### src/rtl/fram_port_arbiter.sv
// ---------------------------------------------------------------------------
// fram_port_arbiter
//   Shares the single 16-bit-word SPI FRAM port between two requesters:
//   port 0 (SUBLEQ core fetch/exec) and port 1 (loader/debug). One
//   transaction is in flight at a time: IDLE -> ISSUE -> WAIT -> RESP -> IDLE.
//
// Parameters
//   TIMEOUT_CYCLES  cycles spent in WAIT before the transaction is aborted
//   FIXED_PRIO      0 = round-robin on ties, 1 = port 0 always wins ties
//
// Ports
//   clk, rst_n                      clock, asynchronous active-low reset
//   rN_req/rN_we/rN_addr/rN_wdata   requester N command (level, held to ack)
//   rN_ack                          one-cycle completion pulse to requester N
//   rN_rdata                        read data, held until the next read ack
//   mem_addr/mem_data_in/mem_we     latched command to the FRAM interface
//   mem_start                       one-cycle start pulse (ISSUE state)
//   mem_data_out/mem_done           read data / completion from the FRAM
//   busy                            high in every state except IDLE
//   timeout                         sticky abort flag, cleared only by reset
// ---------------------------------------------------------------------------
module fram_port_arbiter #(
   parameter int TIMEOUT_CYCLES = 4096,
   parameter bit FIXED_PRIO     = 1'b0
) (
   input  logic        clk,
   input  logic        rst_n,
   input  logic        r0_req,
   input  logic        r0_we,
   input  logic [15:0] r0_addr,
   input  logic [15:0] r0_wdata,
   output logic        r0_ack,
   output logic [15:0] r0_rdata,
   input  logic        r1_req,
   input  logic        r1_we,
   input  logic [15:0] r1_addr,
   input  logic [15:0] r1_wdata,
   output logic        r1_ack,
   output logic [15:0] r1_rdata,
   output logic [15:0] mem_addr,
   output logic [15:0] mem_data_in,
   output logic        mem_we,
   output logic        mem_start,
   input  logic [15:0] mem_data_out,
   input  logic        mem_done,
   output logic        busy,
   output logic        timeout
);

   localparam int              CNT_W    = $clog2(TIMEOUT_CYCLES + 1);
   localparam logic [CNT_W-1:0] CNT_LAST = CNT_W'(TIMEOUT_CYCLES - 1);

   typedef enum logic [1:0] {
      ST_IDLE  = 2'd0,
      ST_ISSUE = 2'd1,
      ST_WAIT  = 2'd2,
      ST_RESP  = 2'd3
   } state_t;

   state_t             state_q, state_d;
   logic               grant_q;       // port owning the current transaction
   logic               last_grant_q;  // port granted most recently
   logic               win_port;      // port that would be granted this cycle
   logic               tie;
   logic               mem_we_q;
   logic [15:0]        mem_addr_q;
   logic [15:0]        mem_data_q;
   logic [CNT_W-1:0]   cnt_q;
   logic               timeout_q;
   logic [15:0]        r0_rdata_q, r1_rdata_q;

   // NOTE: every signal written here gets a default before the case, so no
   // path through the block can leave a value unassigned and infer a latch.
   always_comb begin
      tie      = r0_req & r1_req;
      win_port = r1_req;
      if (tie) begin
         // Round-robin hands a tie to the port that did not win last time.
         win_port = FIXED_PRIO ? 1'b0 : ~last_grant_q;
      end

      state_d = state_q;
      case (state_q)
         ST_IDLE:  if (r0_req || r1_req) state_d = ST_ISSUE;
         ST_ISSUE: state_d = ST_WAIT;
         ST_WAIT:  if (mem_done || (cnt_q == CNT_LAST)) state_d = ST_RESP;
         ST_RESP:  state_d = ST_IDLE;
         default:  state_d = ST_IDLE;
      endcase
   end

   // NOTE: state is updated with non-blocking assignments so every register
   // samples the pre-edge values, independent of statement order.
   always_ff @(posedge clk or negedge rst_n) begin
      if (!rst_n) begin
         state_q      <= ST_IDLE;
         grant_q      <= 1'b0;
         last_grant_q <= 1'b1;  // port 0 wins the first tie after reset
         mem_we_q     <= 1'b0;
         mem_addr_q   <= 16'h0000;
         mem_data_q   <= 16'h0000;
         cnt_q        <= '0;
         timeout_q    <= 1'b0;
         r0_rdata_q   <= 16'h0000;
         r1_rdata_q   <= 16'h0000;
      end else begin
         state_q <= state_d;
         case (state_q)
            ST_IDLE: begin
               if (r0_req || r1_req) begin
                  grant_q      <= win_port;
                  last_grant_q <= win_port;
                  mem_we_q     <= win_port ? r1_we    : r0_we;
                  mem_addr_q   <= win_port ? r1_addr  : r0_addr;
                  mem_data_q   <= win_port ? r1_wdata : r0_wdata;
               end
            end
            ST_ISSUE: cnt_q <= '0;
            ST_WAIT: begin
               // A done in the last counted cycle beats the timeout.
               if (mem_done) begin
                  if (!mem_we_q) begin
                     if (grant_q) r1_rdata_q <= mem_data_out;
                     else         r0_rdata_q <= mem_data_out;
                  end
               end else if (cnt_q == CNT_LAST) begin
                  timeout_q <= 1'b1;
                  if (!mem_we_q) begin
                     if (grant_q) r1_rdata_q <= 16'h0000;
                     else         r0_rdata_q <= 16'h0000;
                  end
               end else begin
                  cnt_q <= cnt_q + 1'b1;
               end
            end
            default: ;
         endcase
      end
   end

   // Pulses decode directly from the state register, so they are glitch-free
   // and all read 0 while in reset.
   assign mem_start   = (state_q == ST_ISSUE);
   assign busy        = (state_q != ST_IDLE);
   assign r0_ack      = (state_q == ST_RESP) && !grant_q;
   assign r1_ack      = (state_q == ST_RESP) &&  grant_q;
   assign r0_rdata    = r0_rdata_q;
   assign r1_rdata    = r1_rdata_q;
   assign mem_addr    = mem_addr_q;
   assign mem_data_in = mem_data_q;
   assign mem_we      = mem_we_q;
   assign timeout     = timeout_q;

endmodule
### config.mk
export PLATFORM = sky130hd
export DESIGN_NAME = fram_port_arbiter
export DESIGN_NICKNAME = d
export VERILOG_FILES = /design/src/rtl/fram_port_arbiter.sv
export SDC_FILE = /design/constraint.sdc
export NUM_CORES = 1
export LEC_CHECK = 0
export ABC_AREA = 1
export CORE_UTILIZATION = 24
export DETAILED_ROUTE_END_ITERATION = 8
export GPL_ROUTABILITY_DRIVEN = 0
export PLACE_DENSITY = 0.48
export RECOVER_POWER = 100
export SLEW_MARGIN = 40
export SYNTH_ARGS = -nofsm -noshare
export SYNTH_HDL_FRONTEND = slang
export SYNTH_SLANG_ARGS = --single-unit
### constraint.sdc
create_clock -name clk -period 2.7 [get_ports clk]
set_clock_uncertainty 0.15 [all_clocks]
set_input_delay 0.54 -clock clk [delete_from_list [all_inputs] [get_ports clk]]
set_output_delay 0.54 -clock clk [all_outputs]
set_load 0.03 [all_outputs]
==> results by group, run 1 <==
Critical path
  – Critical path's largest stage delay: ~0.70 ns
  – WP data arrival: around 1.9 ns
  – CP max-delay cell: clkdlybuf4s50_1
  – WS Path Type: reg -> out
  – R2r startpoint: cnt_q[0]$_DFFE_PN0P_
  – R2R Path End: r1_rdata[14]$_DFFE_PN0P_
  – Worst path buffer plus inverter count: 3
  – Most frequent CP cell: inv_1
  – Critical Path RT: 2.01 ns
  – Critical path cell sequence: inv_1, ha_1, inv_1, clkdlybuf4s50_1
  – Worst reg-to-reg setup slack: 0.36 ns
  – CP Launch Type: register
  – Worst R2R Path Depth: 8
  – Delay-heaviest family, CP: buffers and inverters
  – Crit Path Max Fanout: 4
  – CP Capture Type: output pin

Cells and area
  – # diodes: 0
  – Final Util: 0.366
  – Post-Layout Inst Area: 6130 µm²
  – Layout area overhead: 47.4%
  – Share of layout cells above drive strength 1: 0.0534
  – # nets final: ~760
  – Fin cells: slightly below 900
  – Fillers: 1,714

Yosys
  – Seq/Total Area, Yosys: 0.500
  – Adder-cell share of the synthesized area: 0.0150
  – Biggest area consumer among synthesized cells: dfrtp_1
  – Netlist cell types: 31
  – Largest family of logic cells by synthesized area: simple AND/OR/NAND/NOR gates
  – Syn nets: just over 600
  – Synthesized instance count: 523
  – Number of synthesized register bits: 83
  – Synth top area share: 0.493
  – Compound-gate portion of the synthesized area: 0.0632
  – Synth Area in XOR/XNOR: 0.0105
  – Area contributors post-synth: dfrtp_1 49%, nand2_1 17%, nand4_1 5.7%
  – Synthesized area per cell: 7.95 µm²
  – Synth Area in Simple Gates: 0.335
  – Mux share of post-synthesis cell area: 0
  – Post-Syn Area: 4160 µm²
  – Synth warnings: 0

Routing
  – Initial DRT Pass Iterations: 4
  – DRT Wirelength: 12.3 mm
  – DRC violations left: 0
  – Post-route ant nets: 0
  – Vias: 3,911
  – Via density: 4.37
  – Detail Route met2 WL: 5.72 mm
  – Routed wire length per instance: 13.8 µm
  – Top routing layer used: met4
  – Met1 WL: 5.53 mm
  – Initial DRC Count: 120
  – Met3 Wirelength: approximately 900 µm

Power
  – Worst vdd ir: between 400 and 500 µV
  – Leak pwr: 2.96 nW
  – Pwr Total: between 6 and 7 mW
  – Power Density: 1020 nW/µm²

Timing
  – Final-report hold violation count: 0
  – Worst path setup slack after routing: approximately 0.13 ns
  – Actual slew at the worst max-slew pin: a little over 2 ns
  – Fin crit share: 0.950
  – Slew HR: -0.368
  – Setup TNS: 0 ns
  – Max frequency: 0.390 GHz
  – Hold_ws: 0.318 ns
  – Min Tclk post-route: 2.57 ns
  – Final Setup Violations: 0
  – RSZ-0062 raised after global routing: no
  – Final slew viol count: 37

Global routing
  – Initial antenna violation count: 0
  – Largest net degree at the start of global routing: 57
  – Total GRT Usage: 0.145
  – Global-route wire length before repair: 20.1 mm
  – GRT Residual Overflow: 0
  – Vias in the first global route: 3,982

Floorplan
  – Initial Util: 0.248
  – Row cnt: 47
  – Placeable Area: 16,800 µm²
  – Full die area: 17,900 µm²
  – Die W: ~130 µm
  – IO Count: between 150 and 200
  – Die Y: 134 µm

Worst hold path
  – Hold depth: 2
  – Hold Crit Class: reg -> reg
  – Min-Delay Endpoint: r1_rdata[8]$_DFFE_PN0P_
  – Hold wc startpoint: r1_rdata[8]$_DFFE_PN0P_

CTS
  – CTS Buf Count: 9
  – Clk sinks: 83
  – Setup Buffers After CTS: 0
  – CTS tree: yes
  – Cts repair resizes: 0
  – Clock Latency Late Sink: 0.34 ns
  – Bufs on Longest Clock Path: 2
  – Cts hold-fix bufs: 0
  – H-tree depth: 3
  – CTS clock-pin slew for the worst setup and hold paths: 0.06 ns
  – CTS root buffer: clkbuf_16

Place
  – Pre-CTS WS: 0.0945 ns
  – Placed cells: 878
  – Placed Area: 5930 µm²
  – Post-DP HPWL: around 9 mm
  – Port bufs: 156

Status
  – Status: finished, violations left
  – Failing checks: max-capacitance violations, max-slew violations

Job
  – Max-cap violations: 1
## Yosys cell counts
cell type,count
a21oi_1,2
a31oi_1,32
buf_1,2
buf_12,1
buf_2,11
buf_4,2
buf_6,1
clkbuf_1,11
clkinv_1,1
dfrtp_1,82
dfstp_2,1
ha_1,5
inv_1,43
inv_2,1
nand2_1,193
nand2_2,12
nand2_4,2
nand3_1,7
nand3_2,2
nand3_4,2
nand4_1,38
nor2_1,50
nor2_2,2
nor2_4,2
nor3_1,4
o21ai_0,6
o21ai_2,1
o21bai_1,1
o22ai_1,1
xnor2_1,2
xor2_1,3
## metal layers
metal  global-route usage  vias to the layer above
li1                     -                     1982
met1                0.175                     1791
met2                0.238                      123
met3               0.0510                       15
met4               0.0518                        0
met5                    0                        -
## cell type report
type | count | area (µm²) | share of cell area
Clock buffer | 10 | 229 | 0.0373
Clock inverter | 6 | 32.5 | 0.00531
Inverter | 45 | 169 | 0.0276
Multi-Input combinational cell | 367 | 1730 | 0.281
Sequential cell | 83 | 2080 | 0.339
Tap cell | 220 | 275 | 0.0449
Timing Repair Buffer | 163 | 1620 | 0.264
## worst max path at each step
stage	startpoint	to	cells after the start
after CTS	state_q[0]$_DFFE_PN0P_	busy	4
final	state_q[0]$_DFFE_PN0P_	busy	4
after detailed placement	mem_done	r1_rdata[3]$_DFFE_PN0P_	7
after global placement	mem_done	r1_rdata[7]$_DFFE_PN0P_	7
after global routing	state_q[0]$_DFFE_PN0P_	busy	4
after floorplan	state_q[0]$_DFFE_PN0P_	mem_data_in[0]$_DFFE_PN0P_	7
## sequential cells by signal, summed over array words and instances, names as in the netlist
register      cells
r1_rdata         16
last_grant_q      1
r0_rdata         16
mem_addr         16
timeout           1
mem_we            1
state_q           2
grant_q           1
cnt_q            13
mem_data_in      16
## tightest hold or removal path, delay by kind of cell, from the launching register on
family	cells	cell delay [ns]
flops	1	0.34
simple gates	2	0.10
## cells by family (layout without fill, tap and decap cells)
group	after synthesis	count (layout)
fa+ha+maj	5	5
compound gates	43	43
simple gates	314	314
flops	83	83
xor+xnor	5	5
buf+inv	73	224
## where the power goes
| group | leakage [nW] | internal [mW] | switching, mW |
|---|---|---|---|
| registers | 1.03 | 1.72 | 0.286 |
| clock network | 0.132 | 0.615 | 0.506 |
| logic | 1.79 | 1.11 | 1.98 |
| total | 2.96 | 3.45 | 2.78 |
## placed cells by master, fill, tap and decap left out, types with 3 or more instances in the layout
cell	n
a31oi_1	32
nand4_1	38
nand3_1	9
buf_4	4
o21ai_0	6
nor3_1	4
ha_1	5
clkdlybuf4s50_1	85
xor2_1	3
clkbuf_16	9
dlygate4sd3_1	70
clkinv_2	5
nor2_1	52
inv_1	43
nand2_1	201
nand2_2	4
dfrtp_1	82
Power figures use the tool's default switching activity.
==> run 2: changes to the inputs <==
--- a/config.mk
+++ b/config.mk
@@ -9,8 +9,8 @@
 export CORE_UTILIZATION = 24
 export DETAILED_ROUTE_END_ITERATION = 8
 export GPL_ROUTABILITY_DRIVEN = 0
-export PLACE_DENSITY = 0.48
 export RECOVER_POWER = 100
+export REMOVE_ABC_BUFFERS = 1
 export SLEW_MARGIN = 40
 export SYNTH_ARGS = -nofsm -noshare
 export SYNTH_HDL_FRONTEND = slang
==> run 2 against run 1 <==
Compared with the run above:
- the run now ends clean
- core utilization grew 0.13 points
- via count shrank 0.77%
- global-route usage shrank 0.44 points
- final cell count grew 0.11%
==> results by group, run 2 (synthesis results as in run 1) <==
Status
  – Status: completed

Floorplan
  – Full die area: roughly 18,000 µm²
  – Die W: 134 µm
  – Placeable Area: 16,800 µm²
  – Die Y: 134 µm
  – IO Count: 157
  – Row cnt: 47
  – Initial Util: 0.248

CTS
  – CTS root buffer: clkbuf_16
  – H-tree depth: 3
  – Cts hold-fix bufs: 0
  – Bufs on Longest Clock Path: 2
  – Clock Latency Late Sink: 0.34 ns
  – Setup Buffers After CTS: 0
  – Clk sinks: 83
  – CTS Buf Count: 9
  – CTS tree: yes
  – CTS clock-pin slew for the worst setup and hold paths: roughly 0.06 ns
  – Cts repair resizes: 0

Cells and area
  – Commonest non-fill, non-tap cell in the layout: nand2_1
  – Post-Layout Inst Area: between 6000 and 7000 µm²
  – # nets final: 762
  – Final Util: 0.367
  – # diodes: 0
  – Sequential cell area: between 2000 and 2500 µm²
  – Area of the multi-input gates: 1740 µm²
  – Layout area overhead: 47.9%
  – Commonest non-fill, non-tap cells in the layout: 195 x nand2_1, 86 x clkdlybuf4s50_1, 82 x dfrtp_1
  – Fillers: approximately 1,800
  – Fin cells: about 900
  – Share of layout cells above drive strength 1: 0.0696

Critical path
  – CP Launch Type: register
  – Worst reg-to-reg setup slack: ~0.32 ns
  – Most frequent CP cell: inv_1
  – WS Path Type: reg -> out
  – WP data arrival: 1.85 ns
  – CP max-delay cell: clkdlybuf4s50_1
  – Critical path cell sequence: inv_1, ha_1, inv_1, clkdlybuf4s50_1
  – Critical Path RT: 2.01 ns
  – CP Capture Type: output pin
  – Worst Setup SP: state_q[0]$_DFFE_PN0P_
  – Worst path buffer plus inverter count: 3
  – Delay-heaviest family, CP: buffers and inverters
  – Critical path's largest stage delay: 0.68 ns
  – R2r startpoint: cnt_q[0]$_DFFE_PN0P_
  – Crit Path Max Fanout: 4

Power
  – Worst vdd ir: 558 µV
  – Pwr Total: 6.26 mW
  – Leak pwr: 2.96 nW
  – Power Density: 1020 nW/µm²

Worst hold path
  – Hold Crit Class: in -> async

Global routing
  – M3 GR Usage: 0.0479
  – GR peak layer: met2
  – GRT met2 Usage: 0.210
  – Met1 usage in global routing: 0.188
  – Global-route wire length before repair: 19.6 mm
  – Total GRT Usage: 0.141
  – Vias in the first global route: 3,741
  – Initial antenna violation count: 0
  – GRT Residual Overflow: 0
  – Largest net degree at the start of global routing: 69

Timing
  – Slew HR: 0.239
  – RSZ-0062 raised after global routing: no
  – Worst path setup slack after routing: 0.161 ns
  – Final Setup Violations: 0
  – Final-report hold violation count: 0
  – Fin crit share: 0.940
  – Actual slew at the worst max-slew pin: 1.14 ns
  – Hold_ws: ~0.23 ns
  – Final slew viol count: 0
  – Max frequency: between 0.3 and 0.4 GHz
  – Setup TNS: 0 ns
  – Min Tclk post-route: 2.54 ns

Routing
  – Initial DRC Count: 228
  – DRC violations left: 0
  – Initial DRT Pass Iterations: 6
  – Routed wire length per instance: roughly 13 µm
  – Via density: 4.34
  – Post-route ant nets: 0
  – Vias: about 3,900
  – DRT Wirelength: 11.8 mm

Place
  – Placed cells: 879
  – Post-DP HPWL: 8.34 mm
  – Port bufs: about 160
  – Pre-CTS WS: ~0.33 ns
  – Placed Area: 5940 µm²

Job
  – Max-cap violations: 0
==> run 2: final timing paths <==
check	to	depth (start not counted)
setup reg to reg	r0_rdata[6]$_DFFE_PN0P_	8
setup / recovery	busy	4
hold / removal	mem_addr[12]$_DFFE_PN0P_	1
max in group asynchronous	r1_rdata[13]$_DFFE_PN0P_	2
hold reg to reg	r1_rdata[5]$_DFFE_PN0P_	2
min in group clk	r1_rdata[5]$_DFFE_PN0P_	2
==> run 2: final cells by class <==
| class | instances | share of cell area |
|---|---|---|
| Tap cell | 220 | 0.0447 |
| Clock inverter | 7 | 0.00854 |
| Sequential cell | 83 | 0.338 |
| Multi-Input combinational cell | 367 | 0.282 |
| Clock buffer | 9 | 0.0366 |
| Inverter | 45 | 0.0275 |
| Timing Repair Buffer | 164 | 0.262 |
==> run 2: routing by layer <==
metal  share of wire  vias to the layer above
li1                -                     1984
met1            0.47                     1753
met2            0.44                      138
met3           0.078                        6
met4          0.0095                        0
met5               0                        -
==> run 2: report_power, final <==
group / leakage [nW] / total [mW] / internal, mW / switching, mW
clock: 0.136 / 1.17 / 0.629 / 0.542
combinational: 1.80 / 3.08 / 1.10 / 1.98
sequential: 1.03 / 2.01 / 1.72 / 0.285
==> run 3: changes to the inputs <==
--- a/config.mk
+++ b/config.mk
@@ -10,7 +10,6 @@
 export DETAILED_ROUTE_END_ITERATION = 8
 export GPL_ROUTABILITY_DRIVEN = 0
 export RECOVER_POWER = 100
-export REMOVE_ABC_BUFFERS = 1
 export SLEW_MARGIN = 40
 export SYNTH_ARGS = -nofsm -noshare
 export SYNTH_HDL_FRONTEND = slang
==> run 3 against run 2 <==
Compared with the run above:
- the flow now finishes with violations (max-capacitance violations, max-slew violations)
- sequential share of layout area decreased by 0.14 points
- non-clock buffer count rose by 2
- hold slack better by 0.085 ns
- critical path depth did not move
- combinational power hardly changed
- register-to-register slack better by 0.02 ns
- via count decreased by 0.39%
- power is 1.5% higher
- global-route usage rose by 0.13 points
- wire length down 0.38%
- fmax down 1.1%
- die area did not move
- critical endpoint unchanged
==> results by group, run 3 (synthesis results as in run 1) <==
Status
  – Status: finished, violations left
  – Failing checks: max-capacitance violations, max-slew violations

Cells and area
  – Share of layout cells above drive strength 1: 0.0650
  – Commonest non-fill, non-tap cell in the layout: nand2_1
  – Commonest non-fill, non-tap cells in the layout: 195 x nand2_1, 86 x clkdlybuf4s50_1, 82 x dfrtp_1
  – # nets final: 764
  – Layout area overhead: 48.5%
  – Sequential cell area: between 2000 and 2500 µm²
  – # diodes: 0
  – Fillers: 1,752
  – Final Util: 0.369
  – Area of the multi-input gates: 1730 µm²

Power
  – Leak pwr: between 2 and 3 nW
  – Power Density: 1030 nW/µm²
  – Worst vdd ir: 425 µV

CTS
  – Setup Buffers After CTS: 0
  – CTS clock-pin slew for the worst setup and hold paths: 0.07 ns
  – CTS root buffer: clkbuf_16
  – CTS Buf Count: 9
  – H-tree depth: 3
  – Cts hold-fix bufs: 0
  – Bufs on Longest Clock Path: 2
  – Cts repair resizes: 0
  – Clock Latency Late Sink: 0.34 ns
  – CTS tree: yes
  – Clk sinks: 83

Critical path
  – CP Launch Type: register
  – CP max-delay cell: clkdlybuf4s50_1
  – Crit Path Max Fanout: 4
  – Delay-heaviest family, CP: buffers and inverters
  – WP data arrival: 1.88 ns
  – CP Capture Type: output pin
  – Critical path cell sequence: inv_1, ha_1, inv_1, clkdlybuf4s50_1
  – Critical path's largest stage delay: 0.69 ns
  – Worst path buffer plus inverter count: 3
  – WS Path Type: reg -> out
  – Most frequent CP cell: inv_1
  – Critical Path RT: 2.01 ns

Floorplan
  – Row cnt: 47
  – Die W: 134 µm
  – Initial Util: 0.248
  – Die Y: roughly 130 µm
  – Placeable Area: roughly 17,000 µm²
  – IO Count: approximately 160
  – Full die area: 17,900 µm²

Global routing
  – Largest net degree at the start of global routing: 69
  – Initial antenna violation count: 0
  – GRT Residual Overflow: 0
  – Vias in the first global route: approximately 3,800
  – Global-route wire length before repair: 19.9 mm
  – Total GRT Usage: 0.142

Worst hold path
  – Hold Crit Class: reg -> reg

Routing
  – DRC violations left: 0
  – Via density: 4.31
  – Post-route ant nets: 0
  – Routed wire length per instance: 13.1 µm
  – Vias: 3,866
  – Initial DRT Pass Iterations: 4
  – DRT Wirelength: 11.8 mm
  – Initial DRC Count: between 150 and 200

Timing
  – Max frequency: 0.389 GHz
  – Final-report hold violation count: 0
  – Fin crit share: 0.951
  – RSZ-0062 raised after global routing: no
  – Actual slew at the worst max-slew pin: 1.61 ns
  – Min Tclk post-route: about 2.6 ns
  – Slew HR: -0.0730
  – Final Setup Violations: 0
  – Final slew viol count: 30
  – Setup TNS: 0 ns

Place
  – Post-DP HPWL: approximately 8.6 mm
  – Port bufs: 156

Job
  – Max-cap violations: 1
[run 3: where the power goes]
group,switching (mW),internal [mW]
Clock,0.545,0.724
Sequential,0.279,1.72
Combinational,1.97,1.11
[run 3: worst reg2reg max path: stages, from the launching register on]
cell and delay, ns:
dfrtp_1 0.40, ha_1 0.23, nand2_1 0.07, nor2_1 0.15, nand2_2 0.10, nor2_1 0.31, nand2_4 0.29, nand3_2 0.44
nand2_1 0.09, nand2_1 0.08
[run 3: layer usage]
| metal | track usage | vias to the layer above | share of wire |
|---|---|---|---|
| li1 | - | 1991 | - |
| met1 | 0.183 | 1756 | 0.45 |
| met2 | 0.224 | 112 | 0.47 |
| met3 | 0.0498 | 7 | 0.066 |
| met4 | 0.0404 | 0 | 0.010 |
| met5 | 0 | - | 0 |
[run 3: path summary, 6_finish.rpt]
check / cells after the start / endpoint / slack, ns / startpoint
max: 4 / busy / 0.13 / state_q[0]$_DFFE_PN0P_
min: 2 / r0_rdata[2]$_DFFE_PN0P_ / 0.32 / r0_rdata[2]$_DFFE_PN0P_
max reg2reg: 9 / r0_rdata[4]$_DFFE_PN0P_ / 0.34 / cnt_q[0]$_DFFE_PN0P_
min reg2reg: 2 / r0_rdata[2]$_DFFE_PN0P_ / 0.32 / r0_rdata[2]$_DFFE_PN0P_
max in group asynchronous: 3 / mem_data_in[0]$_DFFE_PN0P_ / 0.87 / rst_n
min in group asynchronous: 2 / state_q[0]$_DFFE_PN0P_ / 0.45 / rst_n
[run 3: layout make-up]
type | instances | area share
sequential | 83 | 0.336
multi-input combinational | 367 | 0.281
timing repair buffer | 166 | 0.262
tap | 220 | 0.0446
clock buffer | 9 | 0.0365
inverter | 45 | 0.0273
clock inverter | 7 | 0.0124
[run 3: through the flow]
step	cells	instance area (µm²)	setup slack, ns	power (mW)	hold slack, ns
after floorplan	523	4160	0.838	3.96	0.0944
after global placement	881	5950	0.386	5.37	0.309
after detailed placement	881	5950	0.360	5.38	0.312
after CTS	897	6260	0.0917	6.69	0.0237
after global routing	897	6180	0.0186	6.79	0.338
final	897	6180	0.132	6.35	0.315
